File: config.mk
export PLATFORM = sky130hd
export DESIGN_NAME = pc_fetch_unit
export DESIGN_NICKNAME = d
export VERILOG_FILES = /design/src/rtl/pc_fetch_unit.sv
export SDC_FILE = /design/constraint.sdc
export NUM_CORES = 1
export LEC_CHECK = 0
export CAP_MARGIN = 20
export CORE_MARGIN = 2
export CORE_UTILIZATION = 42
export DETAILED_ROUTE_END_ITERATION = 10
export GPL_ROUTABILITY_DRIVEN = 0
export PLACE_DENSITY = 0.83
export SLEW_MARGIN = 20
export SYNTH_ARGS = -nofsm -noshare
export SYNTH_HDL_FRONTEND = slang
export SYNTH_SLANG_ARGS = --single-unit
File: constraint.sdc
create_clock -name clk -period 3 [get_ports clk]
set_clock_uncertainty 0.1 [all_clocks]
set_input_delay 0.9 -clock clk [delete_from_list [all_inputs] [get_ports clk]]
set_output_delay 0.9 -clock clk [all_outputs]
set_load 0.01 [all_outputs]
File: src/rtl/pc_fetch_unit.sv
// pc_fetch_unit: program counter and single-outstanding instruction fetch
// sequencer. It walks RST -> REQ -> RSP -> EXEC, then back to REQ once the
// presented instruction retires.
// Optional feature macro: PC_MISALIGN_TRAP_EN. When it is defined, a retire
// to a target that is not word aligned enters a sticky TRAP state. When it is
// undefined, the low two target bits are cleared and execution continues.
// Only XLEN = 32 is supported.
module pc_fetch_unit #(
    parameter int               XLEN     = 32,
    parameter logic [XLEN-1:0]  RESET_PC = '0
) (
    input  logic            clk,
    input  logic            rst_n,
    input  logic            next_pc_src,
    input  logic [XLEN-1:0] target,
    input  logic            is_jalr,
    input  logic            retire,
    input  logic            stall,
    output logic            imem_req_valid,
    output logic [XLEN-1:0] imem_req_addr,
    input  logic            imem_req_ready,
    input  logic            imem_rsp_valid,
    input  logic [XLEN-1:0] imem_rsp_data,
    output logic [XLEN-1:0] pc,
    output logic [XLEN-1:0] pc_plus4,
    output logic [XLEN-1:0] instr,
    output logic            instr_valid,
    output logic [31:0]     instret,
    output logic            misalign_trap,
    output logic [XLEN-1:0] trap_addr
);

`ifdef PC_MISALIGN_TRAP_EN
    typedef enum logic [2:0] {S_RST, S_REQ, S_RSP, S_EXEC, S_TRAP} state_t;
`else
    typedef enum logic [1:0] {S_RST, S_REQ, S_RSP, S_EXEC} state_t;
`endif

    state_t          state_q;
    logic [XLEN-1:0] pc_q;
    logic [XLEN-1:0] instr_q;
    logic            instr_valid_q;
    logic            req_valid_q;
    logic [31:0]     instret_q;
    logic [XLEN-1:0] tgt_eff;
    logic [XLEN-1:0] nxt_d;

    // Next-PC selection; JALR clears bit 0 before any alignment test.
    always_comb begin
        tgt_eff = is_jalr ? {target[XLEN-1:1], 1'b0} : target;
        nxt_d   = next_pc_src ? tgt_eff : pc_q + XLEN'(4);
`ifndef PC_MISALIGN_TRAP_EN
        nxt_d[1:0] = 2'b00;
`endif
    end

`ifdef PC_MISALIGN_TRAP_EN
    logic            trap_q;
    logic [XLEN-1:0] trap_addr_q;
`endif

    // Fetch FSM. Every output is registered here and is set on the state
    // transition, so the outputs are valid on the first cycle of each state.
    always_ff @(posedge clk or negedge rst_n) begin
        if (!rst_n) begin
            state_q       <= S_RST;
            pc_q          <= RESET_PC;
            instr_q       <= '0;
            instr_valid_q <= 1'b0;
            req_valid_q   <= 1'b0;
            instret_q     <= '0;
`ifdef PC_MISALIGN_TRAP_EN
            trap_q        <= 1'b0;
            trap_addr_q   <= '0;
`endif
        end else begin
            case (state_q)
                S_RST: begin
                    state_q     <= S_REQ;
                    req_valid_q <= 1'b1;
                end
                S_REQ: begin
                    // The address is pc_q, which cannot change while in REQ.
                    if (imem_req_ready) begin
                        state_q     <= S_RSP;
                        req_valid_q <= 1'b0;
                    end
                end
                S_RSP: begin
                    // rsp_valid is only sampled from the cycle after
                    // acceptance, which keeps one request in flight.
                    if (imem_rsp_valid) begin
                        instr_q       <= imem_rsp_data;
                        instr_valid_q <= 1'b1;
                        state_q       <= S_EXEC;
                    end
                end
                S_EXEC: begin
                    // stall takes priority over retire.
                    if (!stall && retire) begin
                        instret_q     <= instret_q + 32'd1;
                        instr_valid_q <= 1'b0;
`ifdef PC_MISALIGN_TRAP_EN
                        if (nxt_d[1:0] != 2'b00) begin
                            state_q     <= S_TRAP;
                            trap_q      <= 1'b1;
                            trap_addr_q <= nxt_d;
                        end else begin
                            pc_q        <= nxt_d;
                            state_q     <= S_REQ;
                            req_valid_q <= 1'b1;
                        end
`else
                        pc_q        <= nxt_d;
                        state_q     <= S_REQ;
                        req_valid_q <= 1'b1;
`endif
                    end
                end
`ifdef PC_MISALIGN_TRAP_EN
                S_TRAP: begin
                    // Sticky until reset; no requests are issued.
                    state_q <= S_TRAP;
                end
`endif
                default: begin
                    state_q     <= S_RST;
                    req_valid_q <= 1'b0;
                end
            endcase
        end
    end

    assign imem_req_valid = req_valid_q;
    assign imem_req_addr  = pc_q;
    assign pc             = pc_q;
    assign pc_plus4       = pc_q + XLEN'(4);
    assign instr          = instr_q;
    assign instr_valid    = instr_valid_q;
    assign instret        = instret_q;
`ifdef PC_MISALIGN_TRAP_EN
    assign misalign_trap  = trap_q;
    assign trap_addr      = trap_addr_q;
`else
    assign misalign_trap  = 1'b0;
    assign trap_addr      = '0;
`endif

endmodule

==> metrics.yaml, run 1 <==
drt:
  overall_via_count_from_detail_route: 5300
  overall_routed_net_length_mm: 17.2
  average_detailed_routed_wire_length_per_instance_um: 16.6
  viasPerCell: 5.13
  drtPass1Iterations: 4
  antenna_left: 0
  drt_first_iter_violations: 254
  drt_drc_violations_left: 0
timing:
  transition_time_at_the_pin_with_the_least_slew_margin_ns: 0.584
  slew_viol_final: 0
  maxSlewHeadroom: 0.611
  final.setup.worst_slack_ns: -0.178
  period_share: 1.06
  rsz0062_at_grt: "yes"
  finalHoldViolations: 0
  finalSetupViolCount: 8
  fmaxAchievable_mhz: 315
  period_minus_slack_ns: 3.18
outcome:
  failed_checks: "negative setup slack"
  result_of_the_run: "complete, but fails checks"
pwr:
  cellLeakagePower_uw: 0.00385
  power.density_cell_area_mw_per_mm2: 767
  maximum_vdd_drop_mv: 0.484
final_layout:
  layout_common_cells: "sky130_fd_sc_hd__clkdlybuf4s50_1, sky130_fd_sc_hd__dfrtp_1, sky130_fd_sc_hd__buf_4"
  layout.cells.most_common: "sky130_fd_sc_hd__clkdlybuf4s50_1"
  areaGrowthSynthToFinish_pct: 52.3
  fillers: 1079
  diodes: 0
  post-route-util: 0.662
  nNetsFinal: 930
  multi_input_comb_area_mm2: 0.00296
  seq_area_mm2: 0.00245
  layout_cells_sized_above_1: 0.215
clock_tree:
  clock_insertion_delay_worst_skew_ns: 0.35
  cts_inserted_buffers: 9
  cts.path.max_buffers: 2
  htree_levels: 3
  cts_tree: "done"
  buffer_cell_driving_the_clock_tree_root: "sky130_fd_sc_hd__clkbuf_16"
  cts_num_sinks: 98
  clock_edge_transition_at_the_registers_on_the_reported_setup_and_hold_paths_ns: 0.07
synth:
  dominantRegCellSynth: "sky130_fd_sc_hd__dfrtp_1"
  yosysUniqueCellTypes: 51
  synthTopCellsByArea: "sky130_fd_sc_hd__dfrtp_1, sky130_fd_sc_hd__buf_4, sky130_fd_sc_hd__mux2_2"
  synth_seq_area_share: 0.423
  synthesis.instances: 602
  post_synthesis_mux_area_share: 0.0707
  yosys_register_bits: 98
  synth_edf_count: 0
  ys_warn_count: 0
  largest_family_of_logic_cells_by_synthesized_area: "simple AND/OR/NAND/NOR gates"
  yosys.area.top_type: "sky130_fd_sc_hd__dfrtp_1"
  ys_async_sr_fraction: 1.00
  syn_area_per_cell_um2: 9.64
  post_synthesis_cell_area_mm2: 0.00580
  post_synth_xor_area_fraction: 0.0891
  synthAdderAreaFrac: 0.0129
  synth_largest_type_area_fraction: 0.423
  synth_simple_gate_area_frac: 0.193
  synth_compound_gate_area_share: 0.0841
grt:
  grt-ovfl-total: 0
  grt_first_pass_wirelength_mm: 26.0
  grt_pass1_vias: 4962
  antenna_found_initial: 0
  groute.usage.overall: 0.225
  maximum_number_of_pins_on_one_net_before_global_route_repair: 62
floorplanning:
  floorplan.initialDensity: 0.435
  die-area_mm2: 0.0148
  chipHeight_um: 122
  num_rows: 42
  chipWidth_um: 122
  core_region_area_mm2: 0.0133
  io_pins: 267
placed_design:
  dp.final_hpwl_mm: 12.7
  io_buffer_count: 224
  detailedPlace.worstSlack_ns: -0.263
setup_path:
  cp_cell_sequence: "nand4_1 > or4_4 > buf_8 > or3_4 > xnor2_1 > buf_2"
  critical-path-top-delay-family: "simple AND/OR/NAND/NOR gates"
  worstSetupEndpointType: "output pin"
  path_class: "reg -> out"
  worst-path-max-fanout: 6
  worstPathRequired_ns: 2.00
  cpPeakStageDelay_ns: 0.54
  cpMaxStageDelayCell: "sky130_fd_sc_hd__or4_4"
  critical_path_arrival_ns: 2.18
  setup_crit_start_kind: "flip-flop"
  crit_buf_inv: 2
min_path:
  timing.hold.worst.class: "reg -> reg"
flow_run:
  drv_cap: 0
## registers in the layout (all words and copies together), names as in the netlist
| register | flops |
|---|---|
| instret | 32 |
| imem_req_addr | 30 |
| state_q | 2 |
| imem_req_valid | 1 |
| instr | 32 |
| instr_valid | 1 |
## metrics by stage
stage	area, µm²	hold slack [ns]	total power (µW)	setup TNS [ns]	instances
2_1_floorplan	5940	0.408	3700	0	640
3_3_place_gp	8300	0.377	5480	-1.44	1006
3_5_place_dp	8300	0.386	5550	-1.68	1006
4_1_cts	8740	0.398	6810	-1.01	1027
5_1_grt	8840	0.414	7200	-1.63	1033
6_report	8840	0.390	6780	-0.690	1033
## synthesized netlist by cell type, types with 4 or more instances
cell                       count
sky130_fd_sc_hd__nand4b_1      4
sky130_fd_sc_hd__xor2_1       18
sky130_fd_sc_hd__o311ai_0      8
sky130_fd_sc_hd__nor4_1        9
sky130_fd_sc_hd__ha_1          6
sky130_fd_sc_hd__and4_1       12
sky130_fd_sc_hd__mux2_2       32
sky130_fd_sc_hd__mux2i_1       5
sky130_fd_sc_hd__buf_1         7
sky130_fd_sc_hd__buf_4        69
sky130_fd_sc_hd__xnor2_1      41
sky130_fd_sc_hd__nand3_1      31
sky130_fd_sc_hd__a21oi_1      21
sky130_fd_sc_hd__dfrtp_1      98
sky130_fd_sc_hd__buf_2         5
sky130_fd_sc_hd__nor2_1       25
sky130_fd_sc_hd__clkbuf_1     21
sky130_fd_sc_hd__nand4_1      20
sky130_fd_sc_hd__inv_1        22
sky130_fd_sc_hd__a31oi_1       8
sky130_fd_sc_hd__and2_1        4
sky130_fd_sc_hd__and3_1       16
sky130_fd_sc_hd__nand2_1      36
sky130_fd_sc_hd__or3_1         5
sky130_fd_sc_hd__o211ai_1      9
sky130_fd_sc_hd__o21ai_0       9
sky130_fd_sc_hd__nor3_1       25
## layout make-up
| type | count | area share |
|---|---|---|
| multi-input cells | 417 | 0.335 |
| repair buffers | 304 | 0.317 |
| flip-flops and latches | 98 | 0.278 |
| clock buffers | 9 | 0.0255 |
| well taps | 176 | 0.0249 |
| clock inverters | 7 | 0.0102 |
| inverters | 22 | 0.00935 |
## metal layers
metal / vias to the layer above / GRT usage / wire length, µm
met1: 2525 / 0.279 / 6990
met2: 227 / 0.380 / 8440
met3: 16 / 0.0618 / 1490
li1: 2532 / - / -
met4: 0 / 0.0783 / 264
met5: - / 0 / 0
## power by group
group          internal, µW  switching, µW  total [µW]  leakage (µW)
sequential             1720            257        1980       0.00117
clock                   670            548        1220      0.000156
combinational          1930           1650        3580       0.00253
total                  4330           2450        6780       0.00385
## worst paths after layout
check	to	cells past startpoint	startpoint	slack, ns
setup reg to reg	imem_req_addr[29]	7	imem_req_addr[10]	0.75
setup / recovery	pc_plus4[27]	6	imem_req_addr[10]	-0.18
hold / removal	instret[14]	1	instret[14]	0.39
hold reg to reg	instret[14]	1	instret[14]	0.39
max in group asynchronous	imem_req_addr[9]	2	rst_n	1.62
min in group asynchronous	instret[8]	1	rst_n	0.44
## logic make-up after synthesis
| group | count (synthesis) |
|---|---|
| other cells | 1 |
| buf+inv | 125 |
| fa+ha+maj | 6 |
| mux | 37 |
| compound gates | 73 |
| xor+xnor | 59 |
| flops | 98 |
| simple gates | 203 |
## worst reg2reg max path, delay by kind of cell (launching register included)
family / cells / cell delay (ns)
buffers and inverters: 3 / 0.41
flip-flops: 1 / 0.36
AND/OR/NAND/NOR: 3 / 1.17
AO/OA/AOI/OAI: 1 / 0.10
## repair_timing
action / CTS / global route
pin swaps: 9 / 14
buffers inserted: 5 / 8
setup endpoints to repair: 24 / 22
gates resized for setup: 96 / 34
hold endpoints to repair: 0 / 0
hold buffers: 0 / 0
Note: power is estimated with default switching activity, not from simulation.
==> run 2: changes to the inputs <==
--- a/config.mk
+++ b/config.mk
@@ -11,6 +11,7 @@
 export DETAILED_ROUTE_END_ITERATION = 10
 export GPL_ROUTABILITY_DRIVEN = 0
 export PLACE_DENSITY = 0.83
+export REMOVE_ABC_BUFFERS = 1
 export SLEW_MARGIN = 20
 export SYNTH_ARGS = -nofsm -noshare
 export SYNTH_HDL_FRONTEND = slang
==> constraint.sdc (replaced) <==
create_clock -name clk -period 3 [get_ports clk]
set_clock_uncertainty 0.1 [all_clocks]
set_input_delay 0.6 -clock clk [delete_from_list [all_inputs] [get_ports clk]]
set_output_delay 0.6 -clock clk [all_outputs]
set_load 0.01 [all_outputs]
==> run 2 against run 1 <==
The flow now finishes without violations. Largest power group unchanged. Worst setup slack better by 0.21 ns. Clock power is 7% higher. Combinational power is 3% lower. First-iteration DRC count is 7.1% lower. Total power is 0.31% lower. Die area stayed put. Hold slack worse by 0.26 ns. Highest routed layer unchanged. Routed wire length is 1.2% lower. Core utilization is 1.9 points lower. Non-clock buffer count is 21 lower. Design area is 2.9% lower.
==> metrics.yaml, run 2 (synthesis results as in run 1) <==
drt:
  viasPerCell: 5.22  # +1.7%
  drtPass1Iterations: 5  # +1
  drt_drc_violations_left: 0  # unchanged
  overall_routed_net_length_mm: 17.0  # -1.2%
  antenna_left: 0  # unchanged
  drt_first_iter_violations: 236  # -7.1%
  average_detailed_routed_wire_length_per_instance_um: 16.8  # +0.89%
  overall_via_count_from_detail_route: 5280  # -0.38%
pwr:
  power.density_cell_area_mw_per_mm2: 788  # +2.7%
  pwr-share-comb: 0.513  # -0.015
  clkPwrFrac: 0.192  # +0.012
  maximum_vdd_drop_mv: 0.520  # +7.5%
  seq_power_share: 0.295  # +0.003
  power_switching_share: 0.351  # -0.0107
  internal-power_uw: 4390  # +1.4%
  cellLeakagePower_uw: 0.00368  # -4.4%
  finalPower_uw: 6760  # -0.31%
  power.net_switching_uw: 2370  # -3.3%
placed_design:
  io_buffer_count: 224  # unchanged
  dp.final_hpwl_mm: 12.6  # -0.75%
  dpl_cell_area_mm2: 0.00817  # -1.6%
  detailedPlace.worstSlack_ns: -0.0364  # +0.226 ns
final_layout:
  diodes: 0  # unchanged
  layout_common_cells: "sky130_fd_sc_hd__clkdlybuf4s50_1, sky130_fd_sc_hd__dfrtp_1, sky130_fd_sc_hd__buf_4"
  multi_input_comb_area_mm2: 0.00283  # -4.5%
  layout_cells_sized_above_1: 0.157  # -0.0580
  seq_area_mm2: 0.00245  # unchanged
  layout.cells.most_common: "sky130_fd_sc_hd__clkdlybuf4s50_1"
  finish.instance_area_mm2: 0.00858  # -2.9%
  nNetsFinal: 909  # -2.3%
  fillers: 1107  # +2.6%
  areaGrowthSynthToFinish_pct: 47.9
  post-route-util: 0.643  # -0.0193
timing:
  period_minus_slack_ns: 2.97  # -0.210 ns
  slew_viol_final: 0  # unchanged
  fmaxAchievable_mhz: 337  # +7.1%
  transition_time_at_the_pin_with_the_least_slew_margin_ns: 0.934  # +0.350 ns
  final.setup.worst_slack_ns: 0.0322  # +0.210 ns
  finalHoldViolations: 0  # unchanged
  maxSlewHeadroom: 0.372  # -0.239
  finalSetupViolCount: 0  # -8
  totalNegativeSetupSlack_ns: 0  # +0.690 ns
  rsz0062_at_grt: "yes"
  period_share: 0.989  # -0.0701
setup_path:
  cpPeakStageDelay_ns: 0.50  # -0.04 ns
  setup_crit_start_kind: "flip-flop"
  cpMaxStageDelayCell: "sky130_fd_sc_hd__or4_4"
  reg2reg_to: "instret[5]"
  worstRegToRegCells: 7  # unchanged
  worstSetupEndpointType: "output pin"
  worst-path-max-fanout: 8  # +2
  path_class: "reg -> out"
  register_to_register_setup_slack_ns: 0.76  # about the same
  critical_path_arrival_ns: 2.27  # +0.09 ns
  regToRegStartpoint: "state_q[0]"
  cp_cell_sequence: "nand3_1 > or4_4 > buf_4 > or3_4 > xnor2_1 > buf_2"
  worstPathRequired_ns: 2.30  # +0.30 ns
min_path:
  timing.hold.worst.class: "in -> async"
floorplanning:
  floorplan.initialDensity: 0.435  # unchanged
  core_region_area_mm2: 0.0133  # unchanged
  die-area_mm2: 0.0148  # unchanged
  chipHeight_um: 122  # unchanged
  chipWidth_um: 122  # unchanged
  io_pins: 267  # unchanged
  num_rows: 42  # unchanged
grt:
  grt-ovfl-total: 0  # unchanged
  groute.usage.overall: 0.228  # +0.00281
  antenna_found_initial: 0  # unchanged
  maximum_number_of_pins_on_one_net_before_global_route_repair: 64  # +3.2%
  grt_pass1_vias: 5101  # +2.8%
  grt_first_pass_wirelength_mm: 26.4  # +1.6%
clock_tree:
  clock_edge_transition_at_the_registers_on_the_reported_setup_and_hold_paths_ns: 0.07  # about the same
  cts_num_sinks: 98  # unchanged
  cts.path.max_buffers: 2  # unchanged
  cts_inserted_buffers: 9  # unchanged
  buffer_cell_driving_the_clock_tree_root: "sky130_fd_sc_hd__clkbuf_16"
  cts_hold_repair_buffers: 0  # unchanged
  clock_insertion_delay_worst_skew_ns: 0.35  # about the same
  htree_levels: 3  # unchanged
  cts_tree: "done"
outcome:
  result_of_the_run: "finished clean"
flow_run:
  drv_cap: 0  # unchanged
run 2: cell count changes in the layout (fill, tap and decap cells not counted), moves of 6 or more:
cell / delta
sky130_fd_sc_hd__buf_4: -17
sky130_fd_sc_hd__buf_2: -13
sky130_fd_sc_hd__clkdlybuf4s50_1: +6
sky130_fd_sc_hd__dlygate4sd2_1: +6
sky130_fd_sc_hd__xnor2_1: +6
sky130_fd_sc_hd__xnor2_2: -6
run 2: what timing repair did:
item,CTS,global route
resized for setup,31,22
gates cloned,0,0
buffers inserted,2,2
endpoints found under the setup margin,19,14
endpoints found under the hold margin,0,0
pin swaps,0,2
run 2: cell type report:
| cell class | instances | share of cell area |
|---|---|---|
| clock buffer | 10 | 0.0279 |
| clock inverter | 6 | 0.0112 |
| inverter | 22 | 0.00963 |
| multi-input combinational | 417 | 0.330 |
| sequential | 98 | 0.286 |
| tap | 176 | 0.0257 |
| timing repair buffer | 283 | 0.310 |
run 2: metal layers:
layer,GRT usage,share of wire
met1,0.282,0.41
met2,0.391,0.51
met3,0.0492,0.076
met4,0.0884,0.0095
met5,0,0
run 2: worst max-delay path by stage:
stage                            startpoint            to  cells past startpoint
after floorplan                       stall   instret[29]                      4
after global placement     imem_req_addr[2]  pc_plus4[27]                      6
after detailed placement   imem_req_addr[2]  pc_plus4[27]                      6
after CTS                 imem_req_addr[11]  pc_plus4[27]                      6
after global routing      imem_req_addr[12]  pc_plus4[27]                      6
final                      imem_req_addr[2]  pc_plus4[27]                      6
run 2: through the flow:
step / hold WS (ns) / instances
6_report: 0.128 / 1012
2_1_floorplan: 0.204 / 537
5_1_grt: 0.163 / 1012
3_3_place_gp: 0.359 / 992
3_5_place_dp: 0.378 / 992
4_1_cts: 0.134 / 1010
run 2: power by group through the flow:
stage	clock [µW]	combinational (µW)	sequential (µW)
4_1_cts	1330	3490	2000
6_report	1300	3470	1990
2_1_floorplan	0	1050	2380
3_5_place_dp	0	3460	2020
5_1_grt	1390	3740	2040
3_3_place_gp	0	3420	1990
run 2: critical path: cells and delay by family, from the launching register on:
family	cells	cell delay (ns)
and+or+nand+nor	3	1.03
buffers and inverters	2	0.37
xor gates and xnor gates	1	0.14
DFF	1	0.38
